$ cat config.mk
export PLATFORM = sky130hd
export DESIGN_NAME = divider_share_arbiter
export DESIGN_NICKNAME = d
export VERILOG_FILES = /design/src/rtl/divider_share_arbiter.sv
export SDC_FILE = /design/constraint.sdc
export NUM_CORES = 1
export LEC_CHECK = 0
export BUFFER_PORTS_ARGS = -buffer_cell sky130_fd_sc_hd__buf_2
export CAP_MARGIN = 20
export CORE_MARGIN = 3
export CORE_UTILIZATION = 55
export CTS_BUF_LIST = sky130_fd_sc_hd__clkbuf_2
export CTS_CLUSTER_SIZE = 25
export DETAILED_ROUTE_END_ITERATION = 7
export PLACE_DENSITY = 0.84
export SYNTH_ARGS = -nofsm -noshare
export SYNTH_HDL_FRONTEND = slang
export SYNTH_SLANG_ARGS = --single-unit
$ cat constraint.sdc
create_clock -name clk -period 9.4 [get_ports clk]
set_input_delay 1.88 -clock clk [delete_from_list [all_inputs] [get_ports clk]]
set_output_delay 1.88 -clock clk [all_outputs]
set_load 0.01 [all_outputs]
$ cat src/rtl/divider_share_arbiter.sv
// divider_share_arbiter
//   Shares one repeated-subtraction divider between NREQ requesters.
//   A round-robin arbiter picks a requester. The sequencer then loads the
//   divisor and the dividend over the divider's shared data bus, pulses
//   start and waits for done. The quotient goes back to the winner on a
//   valid/ready response channel. Only one transaction is in flight.
//
// Ports
//   clk, rst_n                  clock (rising edge), async active-low reset
//   req[NREQ]                   request levels, held until granted
//   req_dividend/req_divisor    flat operands, requester i at [i*W +: W]
//   gnt[NREQ]                   one-hot, 1-cycle pulse when operands are captured
//   busy                        high whenever the sequencer is not idle
//   rsp_valid/rsp_ready         response handshake
//   rsp_id/rsp_quot/rsp_err     served requester, quotient, error flag
//   div_data/div_lda/div_ldb    shared load bus and load strobes to the divider
//   div_start                   1-cycle start pulse to the divider
//   div_done/div_quot           divider completion and result
module divider_share_arbiter #(
  parameter int W       = 5,
  parameter int NREQ    = 4,
  parameter int TIMEOUT = 255
) (
  input  logic              clk,
  input  logic              rst_n,
  input  logic [NREQ-1:0]   req,
  input  logic [NREQ*W-1:0] req_dividend,
  input  logic [NREQ*W-1:0] req_divisor,
  output logic [NREQ-1:0]   gnt,
  output logic              busy,
  output logic              rsp_valid,
  input  logic              rsp_ready,
  output logic [2:0]        rsp_id,
  output logic [W-1:0]      rsp_quot,
  output logic              rsp_err,
  output logic [W-1:0]      div_data,
  output logic              div_lda,
  output logic              div_ldb,
  output logic              div_start,
  input  logic              div_done,
  input  logic [W-1:0]      div_quot
);

  typedef enum logic [2:0] {
    IDLE   = 3'd0,
    LOAD_A = 3'd1,
    LOAD_B = 3'd2,
    START  = 3'd3,
    WAIT   = 3'd4,
    RESP   = 3'd5
  } state_t;

  state_t          state, state_nxt;
  logic [2:0]      rr_ptr, rr_nxt, pick, id_q;
  logic [7:0]      timer;
  logic            err_q;
  logic [W-1:0]    divisor_q, dividend_q, quot_q;
  logic [W-1:0]    sel_divisor, sel_dividend;
  logic [NREQ-1:0] gnt_c;
  logic            any_req, timeout_hit, grant_now;

  // First requester at or after ptr, wrapping. The request vector is doubled
  // and rotated so the search is a plain lowest-set-bit scan.
  function automatic logic [2:0] rr_pick(input logic [NREQ-1:0] r,
                                         input logic [2:0]      ptr);
    logic [2*NREQ-1:0] rot;
    logic [3:0]        idx;
    logic              found;
    logic [2:0]        sel;
    rot   = {r, r} >> ptr;
    idx   = {1'b0, ptr};
    found = 1'b0;
    sel   = ptr;
    for (int k = 0; k < NREQ; k++) begin
      if (!found && rot[0]) begin
        found = 1'b1;
        sel   = idx[2:0];
      end
      rot = rot >> 1;
      idx = (idx == 4'(NREQ - 1)) ? 4'd0 : idx + 4'd1;
    end
    return sel;
  endfunction

  assign any_req      = |req;
  assign pick         = rr_pick(req, rr_ptr);
  assign rr_nxt       = (pick == 3'(NREQ - 1)) ? 3'd0 : pick + 3'd1;
  assign sel_divisor  = W'(req_divisor >> (int'(pick) * W));
  assign sel_dividend = W'(req_dividend >> (int'(pick) * W));
  assign grant_now    = (state == IDLE) && any_req;
  // WAIT gives up after TIMEOUT cycles; the timer is 0 on the first WAIT cycle.
  assign timeout_hit  = (9'(timer) + 9'd1) == 9'(TIMEOUT);

  always_comb begin
    state_nxt = state;
    gnt_c     = '0;
    div_data  = '0;
    div_lda   = 1'b0;
    div_ldb   = 1'b0;
    div_start = 1'b0;
    case (state)
      IDLE: begin
        if (any_req) begin
          gnt_c     = NREQ'(1'b1) << pick;
          state_nxt = (sel_divisor == '0) ? RESP : LOAD_A;
        end
      end
      LOAD_A: begin
        div_data  = divisor_q;
        div_lda   = 1'b1;
        state_nxt = LOAD_B;
      end
      LOAD_B: begin
        div_data  = dividend_q;
        div_ldb   = 1'b1;
        state_nxt = START;
      end
      START: begin
        div_start = 1'b1;
        state_nxt = WAIT;
      end
      WAIT: begin
        if (div_done || timeout_hit) state_nxt = RESP;
      end
      RESP: begin
        if (rsp_ready) state_nxt = IDLE;
      end
      default: state_nxt = IDLE;
    endcase
  end

  // Grants are masked by reset so every output is 0 while rst_n is low,
  // even with requests pending.
  assign gnt       = gnt_c & {NREQ{rst_n}};
  assign busy      = (state != IDLE);
  assign rsp_valid = (state == RESP);
  assign rsp_id    = rsp_valid ? id_q   : 3'd0;
  assign rsp_quot  = rsp_valid ? quot_q : '0;
  assign rsp_err   = rsp_valid ? err_q  : 1'b0;

  always_ff @(posedge clk or negedge rst_n) begin
    if (!rst_n) begin
      state  <= IDLE;
      rr_ptr <= 3'd0;
      timer  <= 8'd0;
      id_q   <= 3'd0;
      err_q  <= 1'b0;
    end else begin
      state <= state_nxt;
      if (grant_now) begin
        rr_ptr <= rr_nxt;
        id_q   <= pick;
        err_q  <= (sel_divisor == '0);
      end
      if (state == START) timer <= 8'd0;
      if (state == WAIT) begin
        timer <= timer + 8'd1;
        if (div_done)         err_q <= 1'b0;
        else if (timeout_hit) err_q <= 1'b1;
      end
    end
  end

  // Operand and result holding registers carry no reset: they are only
  // observed through the state-gated outputs above.
  always_ff @(posedge clk) begin
    if (grant_now) begin
      divisor_q  <= sel_divisor;
      dividend_q <= sel_dividend;
      quot_q     <= '0;
    end else if (state == WAIT) begin
      if (div_done)         quot_q <= div_quot;
      else if (timeout_hit) quot_q <= '0;
    end
  end

endmodule

## Word level (Yosys, flattened, before mapping)

Index checks and enable logic that the tools add are counted.

- Mux-type cells: 32
- Eq/ne operators: 13
- Add/sub/neg operators: 6
- Multipliers: 1
- Shift operators: 4
- Reductions and logical operators: 16
- Bitwise operators: 1

Operator list:

| kind | count |
|---|---|
| right shift 20 x 32 -> 5 bit | 1 |
| 2-to-1 mux 3 bit | 10 |
| right shift 20 x 6 -> 5 bit | 1 |
| one-hot mux 3 bit (6 select lines) | 1 |
| 2-to-1 mux 4 bit | 4 |
| 2-to-1 mux 8 bit | 2 |
| 2-to-1 mux 5 bit | 3 |
| == test 3 x 2 -> 1 bit (second input constant) | 4 |
| 2-to-1 mux 1 bit | 11 |
| one-hot mux 5 bit (2 select lines) | 1 |
| adder 8 x 1 -> 9 bit (second input constant) | 1 |
| == test 9 x 8 -> 1 bit (second input constant) | 1 |
| adder 8 x 1 -> 8 bit (second input constant) | 1 |
| == test 4 x 2 -> 1 bit (second input constant) | 2 |
| right shift 8 x 3 -> 4 bit | 1 |
| adder 3 x 1 -> 3 bit (second input constant) | 2 |
| == test 3 bit (second input constant) | 2 |
| multiplier 3 x 3 -> 6 bit (second input constant) | 1 |
| zero test 5 bit | 1 |
| adder 3 x 1 -> 4 bit (second input constant) | 1 |
| adder 4 x 1 -> 4 bit (second input constant) | 1 |
| bitwise AND 4 bit | 1 |
| logical AND 1 bit | 4 |
| != test 2 bit (second input constant) | 2 |
| 11 further kinds | 14 |

- Word-level logic and storage cells: 81
- Register bits after elaboration: 33
- Output and inout bits: 23
- Input port bits: 53

## Depth between registers and ports, before layout

Gate-level depths: netlist (run 1).

- Depth after elaboration: 18
- Gate-level depth with buffers: 12
- Depth with buffers taken out: 10

## Least setup slack after synthesis (run 1)

No wires, ideal clock.

- Path kind: input port to output port
- Start point: in req[2]
- End point: out gnt[1]
- Path slack: 3.653 ns
- Path buffers: 2
- Arrival: 3.867 ns
- Data required time: 7.520 ns
- Stages: 10
- Cells stage by stage: buf_4 -> or3b_1 -> a211o_1 -> and2_4 -> a41oi_4 -> and2_1 -> buf_2 -> inv_1 -> ha_1 -> and4_1

- Word-level cells in the longest chain between the ends: 15
- Elaborated cells on any way between the ends: 18
- Classes of those cells: shift (2); mux (8); bitwise (1); reduce/logical (7)

RTL lines:

| item | line | source |
|---|---|---|
| start, declared | 26 | `input logic [NREQ-1:0] req,` |
| right shift 8 x 3 -> 4 bit (*) | 70 | `rot = {r, r} >> ptr;` |
| 2-to-1 mux 1 bit | 75 | `if (!found && rot[0]) begin` |
| zero test 1 bit | 75 |  |
| logical AND 1 bit | 75 |  |
| 2-to-1 mux 1 bit | 75 |  |
| zero test 1 bit | 75 |  |
| logical AND 1 bit | 75 |  |
| 2-to-1 mux 1 bit | 75 |  |
| zero test 1 bit | 75 |  |
| logical AND 1 bit | 75 |  |
| 2-to-1 mux 3 bit (*) | 75 |  |
| net pick[1] | 54 | `logic [2:0] rr_ptr, rr_nxt, pick, id_q;` |
| left shift 1 x 3 -> 4 bit (*) | 104 | `gnt_c = NREQ'(1'b1) << pick;` |
| 2-to-1 mux 4 bit (*) | 103 | `if (any_req) begin` |
| 2-to-1 mux 4 bit (*) | 101 | `case (state)` |
| bitwise AND 4 bit (*) | 134 | `assign gnt = gnt_c & {NREQ{rst_n}};` |
| end, declared | 29 | `output logic [NREQ-1:0] gnt,` |

The timed path passes the listed nets; every way through them passes the cells marked *.

## Worst setup path in the final report (run 1)

- Start point: in req[0]
- End point: out gnt[1]

- Word-level cells in the longest chain between the ends: 15
- Elaborated cells on any way between the ends: 18
- Classes of those cells: shift (2); mux (8); bitwise (1); reduce/logical (7)

RTL lines:

| item | line |
|---|---|
| right shift 8 x 3 -> 4 bit | 70 |
| 2-to-1 mux 1 bit | 75 |
| zero test 1 bit | 75 |
| logical AND 1 bit | 75 |
| 2-to-1 mux 1 bit | 75 |
| zero test 1 bit | 75 |
| logical AND 1 bit | 75 |
| 2-to-1 mux 1 bit | 75 |
| zero test 1 bit | 75 |
| logical AND 1 bit | 75 |
| 2-to-1 mux 3 bit | 75 |
| left shift 1 x 3 -> 4 bit | 104 |
| 2-to-1 mux 4 bit (*) | 103 |
| 2-to-1 mux 4 bit (*) | 101 |
| bitwise AND 4 bit (*) | 134 |

Every way passes the cells marked *; elsewhere a longest branch is shown, timed or not.

==> summary.md, run 1 <==
| Metric | Value |
|---|---|
| DR vias | `roughly 2300` |
| Buf+Inv Stages, Crit Path | `3` |
| H-tree depth | `2` |
| Remaining routing DRC violations | `0` |
| Area of the multi-input gates | `0.00162 mm²` |
| Syn Inst Count | `around 270` |
| Die width | `74.5 µm` |
| Top FF cell, synth | `dfrtp_1` |
| Fmax | `162 MHz` |
| Crit path time final | `6.19 ns` |
| Fin crit share | `65.8%` |
| Tot GR Track Use | `21.5%` |
| Final Setup Violations | `0` |
| Global route total overflow | `0` |
| RSZ-0062 raised after global routing | `no` |
| WHS | `~0.47 ns` |
| Flops & latches, synth | `33` |
| Slew @ Worst Pin | `0.953 ns` |
| Syn Area/Cell | `around 9.5 µm²` |
| Post_cts resized | `0` |
| # rows | `24` |
| Slowest-stage cell, CP | `and2_1` |
| PD cells | `around 320 mW/mm²` |
| First-pass GRT wire length | `9330 µm` |
| Clock-pin slew on the worst setup and hold paths | `roughly 0.15 ns` |
| Die area | `0.00554 mm²` |
| Clock latency on the worst-skew pair | `0.35 ns` |
| CTS tree | `built` |
| Max_slew headroom | `between 30% and 40%` |
| Layout cell share with drive strength beyond 1 | `31.3%` |
| Initial antenna violation count | `0` |
| Clk Tree Root Cell | `clkbuf_2` |
| Routability cong. | `0.821` |
| Crit Path Category | `in -> out` |
| Maximum vdd drop | `0.000224 V` |
| Vias in the first global route | `a little over 2000` |
| Post-route insts no fill | `391` |
| RR Endpoint | `dividend_q[3]` |
| R2R Setup Slk | `6.02 ns` |
| CP startpoint | `req[0]` |
| Hpwl dp | `about 4500 µm` |
| Ys async rst share | `54.5%` |
| Core Box Area | `0.00444 mm²` |
| Synth-to-layout area growth | `15.4%` |
| Num CTS Buffers | `5` |
| Die Y | `74.5 µm` |
| CP endpoint kind | `output pin` |
| Setup repair bufs after CTS | `0` |
| Port-buffer cells | `75` |
| IO Pins | `76` |
| Routed wire per std cell | `about 15 µm` |
| Critical Path End | `gnt[1]` |
| Synth cell types | `64` |
| Start of the worst register-to-register path | `rr_ptr[0]` |
| Leak | `~1.3 nW` |
| Clock buffer depth | `2` |
| DR pass1 iterations | `4` |
| WP data required | `7.52 ns` |
| Final wirelength | `roughly 5700 µm` |
| Initial Util | `58.0%` |
| Outcome | `finished, final reports clean` |
| Worst Hold Class | `reg -> reg` |
| Post-Syn Nets | `334` |
| Warnings, synthesis | `0` |
| Worst path max stage delay | `0.45 ns` |
| Placed Cells incl. Taps | `383` |
| Sequential fraction of the synthesis area | `33.0%` |
| DRT iter0 DRCs | `around 140` |
| Post-DR vias/cell | `between 5 and 6` |
| Crit-path most repeated cell | `buf_2` |
| Layout Skew | `0.00781 ns` |
| MaxCap Viol Count | `0` |
| Post-route ant nets | `0` |
| Clock Sinks | `33` |
| Crit-path max FO | `10` |
| ANT cells | `0` |
| Post-synth EDFFs | `10` |
| Arr. time, crit path | `4.31 ns` |
| Hold-fix buffers, CTS | `0` |
| Storage element area | `851 µm²` |
| Worst hold path depth | `2` |
| Hold Violations, Final | `0` |
| CP Cell Sequence | `buf_2, or3b_1, a211o_1, and2_4, a41oi_4, and2_1, inv_1, ha_1, and4_1, buf_2` |
| Setup TNS | `0 ns` |
| WP depth | `10` |
| Total power | `949 µW` |
| Syn Std Cell Area | `0.00258 mm²` |
| Total Nets Final | `400` |
| Final Max Slew Viols | `0` |
| Fillcell total | `approximately 370` |
| R2R depth | `8` |
| Worst path top cell family by delay | `simple AND/OR/NAND/NOR gates` |
| Largest net degree at the start of global routing | `27` |
| CP Launch Type | `primary input` |
-- where the power goes --
part           internal (mW)  switching, mW
combinational          0.286          0.330
clock                 0.0163         0.0438
sequential             0.222         0.0511
total                  0.524          0.425
-- worst min path at each step --
stage	start	to	slack [ns]
2_1_floorplan	id_q[1]	id_q[1]	0.44
3_3_place_gp	quot_q[3]	quot_q[3]	0.45
3_5_place_dp	quot_q[1]	quot_q[1]	0.46
4_1_cts	quot_q[1]	quot_q[1]	0.48
5_1_grt	quot_q[1]	quot_q[1]	0.50
6_report	quot_q[1]	quot_q[1]	0.47
-- through the flow --
step	setup WS (ns)	instance area, µm²	utilization [%]
finish	3.21	2970	66.9
detailed placement	3.23	2940	66.1
global placement	3.28	2940	66.1
global route	3.01	2970	66.9
CTS	3.23	2970	66.9
floorplan	3.65	2580	-
-- layout make-up --
class | instances | share of cell area (%)
multi-input cells | 216 | 54.4
flip-flops and latches | 33 | 28.6
inverters | 7 | 0.883
repair buffers | 75 | 12.6
clock buffers | 5 | 0.841
clock inverters | 3 | 0.421
well taps | 52 | 2.19
-- kinds of logic (layout without fill, tap and decap cells) --
kind of cell / Yosys count / in the layout / synth area share (%)
xor gates and xnor gates: 4 / 4 / 1.36
buffers and inverters: 23 / 90 / 4.17
and+or+nand+nor: 111 / 111 / 25.6
muxes: 14 / 14 / 10.2
AOI/OAI and AO/OA: 78 / 78 / 21.3
DFF: 33 / 33 / 33.0
adders and majority gates: 9 / 9 / 4.37
-- worst reg2reg max path, stage by stage, from the launching register on --
cell	delay [ns]
dfrtp_1	0.80
ha_1	0.39
nor2b_1	0.39
or3_1	0.16
a22oi_1	0.09
a41oi_4	0.30
and2_1	0.45
mux4_2	0.39
and2_1	0.18
-- cell usage after synthesis (3+ instances only) --
library cell  instances  share of area, %
nand2_1              25               3.6
o21ai_0              21               4.1
and2_1               20               4.9
dfrtp_1              18                17
a21oi_1              16               3.1
nor2_1               15               2.2
edfxtp_1             10                12
clkbuf_1              9               1.3
ha_1                  9               4.4
a32oi_1               8               2.7
nand3_1               8               1.6
a21boi_0              7               2.0
mux4_2                7               6.1
inv_1                 6              0.87
nor3b_1               6               1.7
a22o_1                5               1.7
dfxtp_1               5               3.9
and4_1                4               1.4
a211oi_1              3              0.87
and3_1                3              0.73
buf_4                 3              0.87
mux2_2                3               1.3
nor2b_1               3              0.73
or3b_1                3               1.0
xor2_1                3               1.0
-- flip-flops by register name, indices dropped and copies added, names as in the netlist --
| register | cells |
|---|---|
| rr_ptr | 3 |
| quot_q | 5 |
| err_q | 1 |
| id_q | 3 |
| dividend_q | 5 |
| divisor_q | 5 |
| state | 3 |
| timer | 8 |
-- routing by layer --
metal / share of wire, % / global-route usage [%] / routed length, µm / vias to the layer above
li1: - / - / - / 1153
met1: 45 / 29.3 / 2560 / 1057
met2: 49 / 35.6 / 2790 / 61
met4: 1.2 / 6.13 / 68 / 0
met5: 0 / 0 / 0 / -
met3: 4.4 / 3.24 / 250 / 6
-- layout by cell type, fill, tap and decap left out, types with 2 or more instances in the layout --
master and instances:
a211oi_1 3, a21boi_0 7, a21oi_1 16, a22o_1 5, a22oi_1 2, a32oi_1 8
and2_1 20, and2b_1 2, and3_1 3, and3b_1 2, and4_1 4, buf_2 75
clkbuf_2 5, clkinv_1 2, dfrtp_1 18, dfxtp_1 5, edfxtp_1 10, ha_1 9
inv_1 6, mux2_2 3, mux2i_4 2, mux4_2 7, nand2_1 25, nand3_1 8
nand3b_1 2, nand4_1 2, nor2_1 15, nor2b_1 3, nor3_1 2, nor3b_1 6
nor4b_1 2, o21a_1 2, o21ai_0 21, o31ai_1 2, or2_2 2, or3_1 2
or3b_1 3, xor2_1 3
Note: power is estimated with default switching activity, not from simulation.
==> run 2, diff against run 1 <==
ABC_AREA = 1   (was unset)
CORE_UTILIZATION = 54   (was 55)
PLACE_DENSITY = 0.83   (was 0.84)
clock period = 6.5 ns   (was 9.4 ns; I/O delays follow)
==> run 2 against run 1 <==
- combinational power is 85% higher
- total power is 74% higher
- cell count is 23% higher
- largest cell class unchanged
- sequential power is 40% higher
- highest routed layer unchanged
- critical endpoint is now gnt[0]
==> summary.md, run 2 <==
| Metric | Value |
|---|---|
| Highest-count cells in the layout ignoring fill and taps | `buf_2 (75), nand2_1 (68), inv_1 (55)` |
| DR vias | `2584 (+13%)` |
| Initial antenna violation count | `0 (unchanged)` |
| Start of the worst register-to-register path | `rr_ptr[0]` |
| Crit path time final | `between 4 and 5 ns` |
| Placed Cells incl. Taps | `473 (+23%)` |
| Core Box Area | `0.00441 mm² (-0.68%)` |
| Synth-to-layout area growth | `18.1%` |
| DR pass1 iterations | `5 (+1)` |
| Fin crit share | `a little over two thirds` |
| Syn Std Cell Area | `0.00252 mm² (-2.3%)` |
| Final Max Slew Viols | `0 (unchanged)` |
| Hold Violations, Final | `0 (unchanged)` |
| RSZ-0062 raised after global routing | `no` |
| Port-buffer cells | `75 (unchanged)` |
| MaxCap Viol Count | `0 (unchanged)` |
| Total power | `1.66 mW (+74%)` |
| Ys async rst share | `54.5% (unchanged)` |
| Clock latency on the worst-skew pair | `0.37 ns (+0.02 ns)` |
| Clock buffer depth | `2 (unchanged)` |
| Clk Tree Root Cell | `clkbuf_2` |
| Layout cell share with drive strength beyond 1 | `24.9% (-6.3 points)` |
| PD cells | `557 mW/mm² (+74%)` |
| Met1 Use GR | `31.1% (+1.8 points)` |
| ANT cells | `0 (unchanged)` |
| Synth cell types | `41 (-36%)` |
| Crit Path Category | `in -> out` |
| Largest net degree at the start of global routing | `25 (-7.4%)` |
| Final wirelength | `6040 µm (+6.6%)` |
| Post-route ant nets | `0 (unchanged)` |
| Routed wire per std cell | `12.6 µm (-13%)` |
| Flip-flop count of the largest register after layout | `8 (unchanged)` |
| Worst hold path depth | `2 (unchanged)` |
| Met2 Track Usage GR | `37.2% (+1.6 points)` |
| Crit-path max FO | `23 (+13)` |
| Sequential fraction of the synthesis area | `33.8% (+0.77 points)` |
| Clock-pin slew on the worst setup and hold paths | `0.17 ns (+0.02 ns)` |
| Initial Util | `57.1% (-0.94 points)` |
| Die width | `74.3 µm (-0.21%)` |
| Post-Syn Nets | `415 (+24%)` |
| Top FF cell, synth | `dfrtp_1` |
| WHS | `0.494 ns (+0.0204 ns)` |
| Maximum vdd drop | `0.000362 V (+62%)` |
| Setup TNS | `0 ns (unchanged)` |
| Largest area contributor in the netlist | `dfrtp_1` |
| Leak | `1.54 nW (+17%)` |
| Post-route insts no fill | `481 (+23%)` |
| Global route total overflow | `0 (unchanged)` |
| IO Pins | `76 (unchanged)` |
| R2R depth | `17 (+9)` |
| First-pass GRT wire length | `9830 µm (+5.4%)` |
| Biggest register | `timer` |
| Arr. time, crit path | `3.29 ns (-1.02 ns)` |
| WP data required | `5.20 ns (-2.32 ns)` |
| Top cell type's share of synthesized area | `17.9% (+0.41 points)` |
| Main area contributors after synthesis | `dfrtp_1 (18%), edfxtp_1 (12%), nand2_1 (10%)` |
| Outcome | `finished, final reports clean` |
| Post-DR vias/cell | `5.37 (-7.8%)` |
| Placed instance area | `0.00291 mm² (-0.89%)` |
| CP endpoint kind | `output pin` |
| Most Crowded Layer GR | `met2` |
| H-tree depth | `2 (unchanged)` |
| Most common cell in the netlist | `nand2_1` |
| Clock Sinks | `33 (unchanged)` |
| Routability cong. | `0.883 (+7.6%)` |
| Post-synth top cells | `nand2_1 (68), inv_1 (55), nand3_1 (35), nor2_1 (29), o21ai_0 (20)` |
| Hold-critical path endpoint | `quot_q[4]` |
| Layout Skew | `0.0145 ns (+0.00666 ns)` |
| Die area | `0.00552 mm² (-0.43%)` |
| # rows | `24 (unchanged)` |
| Fmax | `218 MHz` |
| R2R Setup Slk | `3.58 ns (-2.44 ns)` |
| Hold-fix buffers, CTS | `0 (unchanged)` |
| Remaining routing DRC violations | `0 (unchanged)` |
| DRT iter0 DRCs | `140 (-0.71%)` |
| Final Setup Violations | `0 (unchanged)` |
| Hpwl dp | `4580 µm (+3.0%)` |
| Num CTS Buffers | `5 (unchanged)` |
| Setup repair bufs after CTS | `0 (unchanged)` |
| RR Endpoint | `state[2]` |
| Vias in the first global route | `2221 (+8.3%)` |
| Post-synth EDFFs | `10 (unchanged)` |
| Flops & latches, synth | `33 (unchanged)` |
| Max_slew headroom | `50.9% (+14 points)` |
| Final Cell Area | `0.00297 mm² (unchanged)` |
| Warnings, synthesis | `0 (unchanged)` |
| Hold Crit Start | `quot_q[4]` |
| Die Y | `74.3 µm (-0.21%)` |
| CP Launch Type | `primary input` |
| CTS tree | `built` |
| Commonest non-fill, non-tap cell in the layout | `buf_2` |
| Total Nets Final | `490 (+23%)` |
| Worst Hold Class | `reg -> reg` |
| Slew @ Worst Pin | `0.731 ns (-0.221 ns)` |
| Syn Inst Count | `353 (+30%)` |
| Grt met3 use | `3.92% (+0.68 points)` |
| Syn Area/Cell | `7.14 µm² (-25%)` |
| Tot GR Track Use | `22.4% (+0.93 points)` |
| Fillcell total | `375 (+1.6%)` |
| Post_cts resized | `0 (unchanged)` |
[run 2: cell count changes after synthesis, sizes merged, moves of 7 or more]
cell    previous run  this run
and2              22         0
nand2             25        76
nor3               2         9
clkbuf             9         2
a21boi             7         0
mux4               7         0
inv                7        58
a32oi              8         0
nor2              15        32
nand3              8        39
[run 2: cells by family (layout without fill, tap and decap cells)]
family	Yosys count	in the layout	share of synthesized area, %
AOI/OAI and AO/OA	64	64	15.2
xor gates and xnor gates	6	6	2.09
adders and majority gates	9	9	4.47
buffers and inverters	69	145	11.6
DFF	33	33	33.8
and+or+nand+nor	172	172	32.9
[run 2: routing by layer]
| metal | wire length, µm | up-vias | part of all wire, % |
|---|---|---|---|
| met3 | 428 | 5 | 7.1 |
| met1 | 2630 | 1187 | 43 |
| met2 | 2950 | 88 | 49 |
| li1 | - | 1304 | - |
| met5 | 0 | - | 0 |
| met4 | 41 | 0 | 0.68 |
[run 2: area by class of cell]
| class | instances | area, µm² | area share (%) |
|---|---|---|---|
| Inverter | 60 | 228 | 7.66 |
| Multi-Input combinational cell | 251 | 1380 | 46.3 |
| Timing Repair Buffer | 77 | 390 | 13.1 |
| Tap cell | 52 | 65.1 | 2.19 |
| Clock inverter | 2 | 33.8 | 1.14 |
| Clock buffer | 6 | 30.0 | 1.01 |
| Sequential cell | 33 | 851 | 28.6 |
[run 2: report_power, final]
part / switching [mW] / internal (mW) / leakage, nW
clock: 0.0695 / 0.0657 / 0.0406
sequential: 0.0500 / 0.333 / 0.372
combinational: 0.748 / 0.390 / 1.13
total: 0.867 / 0.789 / 1.54
[run 2: metrics by stage]
step	utilization, %	worst slack [ns]
final	67.4	1.91
after global routing	67.4	1.67
after CTS	67.4	1.90
after detailed placement	65.9	1.94
after global placement	65.9	2.03
after floorplan	-	2.33
[run 2: how the worst max path moves through the flow]
stage          startpoint  endpoint  cells after the start
2_1_floorplan      req[2]    gnt[3]                     13
3_3_place_gp       req[2]    gnt[3]                     13
3_5_place_dp       req[2]    gnt[0]                     13
4_1_cts            req[2]    gnt[0]                     13
5_1_grt            req[2]    gnt[0]                     13
6_report           req[2]    gnt[0]                     13
[run 2: critical path, stage by stage]
cell     delay, ns
buf_2         0.12
inv_1         0.06
nand2_1       0.05
nand3_1       0.14
nand3_2       0.14
nor2_4        0.17
nand3_4       0.12
nand3_2       0.23
nand2_4       0.19
inv_2         0.26
ha_1          0.18
nor3b_1       0.16
buf_2         0.15
==> run 3, diff against run 2 <==
CORE_UTILIZATION = 48   (was 54)
PLACE_DENSITY = 0.78   (was 0.83)
clock period = 4.1 ns   (was 6.5 ns; I/O delays follow)
==> run 3 against run 2 <==
- sequential cell count is the same
- critical path depth shrank 4
- non-clock buffer count is the same
- largest power group unchanged
==> summary.md, run 3 (same netlist as run 2, synthesis figures left out) <==
| Metric | Value |
|---|---|
| CP endpoint kind | `output pin` |
| Die width | `78.4 µm (+5.6%)` |
| Die Y | `78.4 µm (+5.6%)` |
| Worst path max stage delay | `0.54 ns (+0.28 ns)` |
| Synth-to-layout area growth | `19.0%` |
| CP Cell Sequence | `ha_1, a21oi_1, inv_1, nand3_2, nand2_4, inv_2, ha_1, nor3b_1, buf_2` |
| Initial antenna violation count | `0 (unchanged)` |
| Psw | `1.37 mW (+58%)` |
| Area of the multi-input gates | `0.00138 mm² (+0.18%)` |
| Clock latency on the worst-skew pair | `0.38 ns (about the same)` |
| Routability cong. | `0.896 (+1.5%)` |
| H-tree depth | `2 (unchanged)` |
| DR pass1 iterations | `5 (unchanged)` |
| ANT cells | `0 (unchanged)` |
| Final Cell Area | `0.00300 mm² (+0.76%)` |
| Fin crit share | `93.6%` |
| Hpwl dp | `4690 µm (+2.3%)` |
| Crit Path Category | `reg -> out` |
| Crit-path max FO | `23 (unchanged)` |
| R2R depth | `11 (-6)` |
| Reg power frac | `23.0% (about the same)` |
| Final Max Slew Viols | `0 (unchanged)` |
| Routed wire per std cell | `12.1 µm (-3.4%)` |
| Net Sw Frac | `52.0% (-0.35 points)` |
| Setup TNS | `0 ns (unchanged)` |
| Layout cell share with drive strength beyond 1 | `25.4% (+0.47 points)` |
| Slowest-stage cell, CP | `dfrtp_1` |
| Biggest register | `timer` |
| Placed instance area | `0.00293 mm² (+0.73%)` |
| Port-buffer cells | `75 (unchanged)` |
| Setup repair bufs after CTS | `0 (unchanged)` |
| Fillcell total | `474 (+26%)` |
| Crit-path most repeated cell | `ha_1` |
| # rows | `25 (+4.2%)` |
| Clock-pin slew on the worst setup and hold paths | `0.17 ns (about the same)` |
| CTS tree | `built` |
| DRT iter0 DRCs | `122 (-13%)` |
| IO Pins | `76 (unchanged)` |
| Max_slew headroom | `31.4% (-19 points)` |
| First-pass GRT wire length | `10000 µm (+1.8%)` |
| Leak | `1.54 nW (+0.13%)` |
| RSZ-0062 raised after global routing | `no` |
| Total Nets Final | `490 (unchanged)` |
| Hold Violations, Final | `0 (unchanged)` |
| Tot GR Track Use | `19.8% (-2.6 points)` |
| Clock Power Share | `8.1% (about the same)` |
| Clock Sinks | `33 (unchanged)` |
| Initial Util | `51.6% (-5.4 points)` |
| Largest net degree at the start of global routing | `26 (+4.0%)` |
| Clock buffer depth | `2 (unchanged)` |
| CP Launch Type | `flop` |
| MaxCap Viol Count | `0 (unchanged)` |
| Remaining routing DRC violations | `0 (unchanged)` |
| Start of the worst register-to-register path | `rr_ptr[0]` |
| Outcome | `finished, final reports clean` |
| Commonest non-fill, non-tap cell in the layout | `buf_2` |
| Die area | `0.00615 mm² (+11%)` |
| RR Endpoint | `err_q` |
| Post-DR vias/cell | `5.09 (-5.3%)` |
| Vias in the first global route | `2312 (+4.1%)` |
| Global route total overflow | `0 (unchanged)` |
| Maximum vdd drop | `0.000634 V (+75%)` |
| Num CTS Buffers | `5 (unchanged)` |
| Arr. time, crit path | `3.02 ns (-0.27 ns)` |
| Worst Hold Class | `in -> async` |
| Flip-flop count of the largest register after layout | `8 (unchanged)` |
| Fmax | `between 200 and 300 MHz` |
| R2R Setup Slk | `1.25 ns (-2.33 ns)` |
| Final wirelength | `6020 µm (-0.41%)` |
| Highest-count cells in the layout ignoring fill and taps | `buf_2 (75), nand2_1 (68), inv_1 (55)` |
| Storage element area | `851 µm² (unchanged)` |
| Post-route ant nets | `0 (unchanged)` |
| Crit path time final | `3.84 ns` |
| Final Setup Violations | `0 (unchanged)` |
| Hold-fix buffers, CTS | `0 (unchanged)` |
| Slew @ Worst Pin | `1.03 ns (+0.296 ns)` |
| Core Box Area | `0.00488 mm² (+11%)` |
| PD cells | `880 mW/mm² (+58%)` |
| DR vias | `2524 (-2.3%)` |
| Post_cts resized | `0 (unchanged)` |
| Int Power | `1.27 mW (+60%)` |
| WP data required | `3.28 ns (-1.92 ns)` |
| Clk Tree Root Cell | `clkbuf_2` |
| Layout Skew | `0.0146 ns (+0.000168 ns)` |
| Combinational share of power | `68.8% (about the same)` |
## run 3: changes by cell type in the layout (fill, tap and decap cells not counted)
cell | before | now
clkinv_2 | 0 | 1
nor2_1 | 29 | 28
nor2_2 | 2 | 3
clkinv_1 | 3 | 2
## run 3: critical path, delay by kind of cell, from the launching register on
kind	cells	cell delay [ns]
AND/OR/NAND/NOR	3	0.61
buffers and inverters	3	0.55
flip-flops	1	0.54
AO/OA/AOI/OAI	1	0.43
adder cells (fa/ha/maj)	2	0.50
## run 3: cell type report
type	count	area share, %
multi-input cells	251	46.0
well taps	67	2.80
repair buffers	77	13.0
clock buffers	6	1.00
inverters	60	7.60
flip-flops and latches	33	28.4
clock inverters	2	1.17
## run 3: power by group through the flow
| stage | clock network, mW | registers (mW) | logic, mW |
|---|---|---|---|
| after detailed placement | 0 | 0.615 | 1.80 |
| after global routing | 0.229 | 0.623 | 2.04 |
| after CTS | 0.219 | 0.608 | 1.81 |
| after global placement | 0 | 0.610 | 1.74 |
| after floorplan | 0 | 0.591 | 1.47 |
| final | 0.215 | 0.607 | 1.82 |
## run 3: per-stage QoR
step	std cells	setup slack, ns	power (mW)	util [%]	hold slack [ns]
floorplan	353	0.887	2.06	-	0.453
detailed placement	488	0.502	2.41	60.1	0.475
finish	496	0.262	2.64	61.4	0.348
global route	496	0.0428	2.89	61.4	0.360
CTS	496	0.279	2.63	61.4	0.352
global placement	488	0.596	2.35	60.1	0.467
## run 3: worst max-delay path by stage
| stage | start | to | slack, ns |
|---|---|---|---|
| final | rr_ptr[0] | gnt[0] | 0.26 |
| after global routing | rr_ptr[0] | gnt[0] | 0.04 |
| after CTS | rr_ptr[0] | gnt[2] | 0.28 |
| after detailed placement | req[2] | gnt[2] | 0.50 |
| after global placement | req[2] | gnt[2] | 0.60 |
| after floorplan | req[2] | gnt[3] | 0.89 |
## run 3: layer usage
metal	share of wire, %	global-route usage (%)	up-vias
li1	-	-	1305
met4	1.8	6.82	0
met2	47	32.5	79
met5	0	0	-
met1	46	26.5	1127
met3	5.2	2.98	13
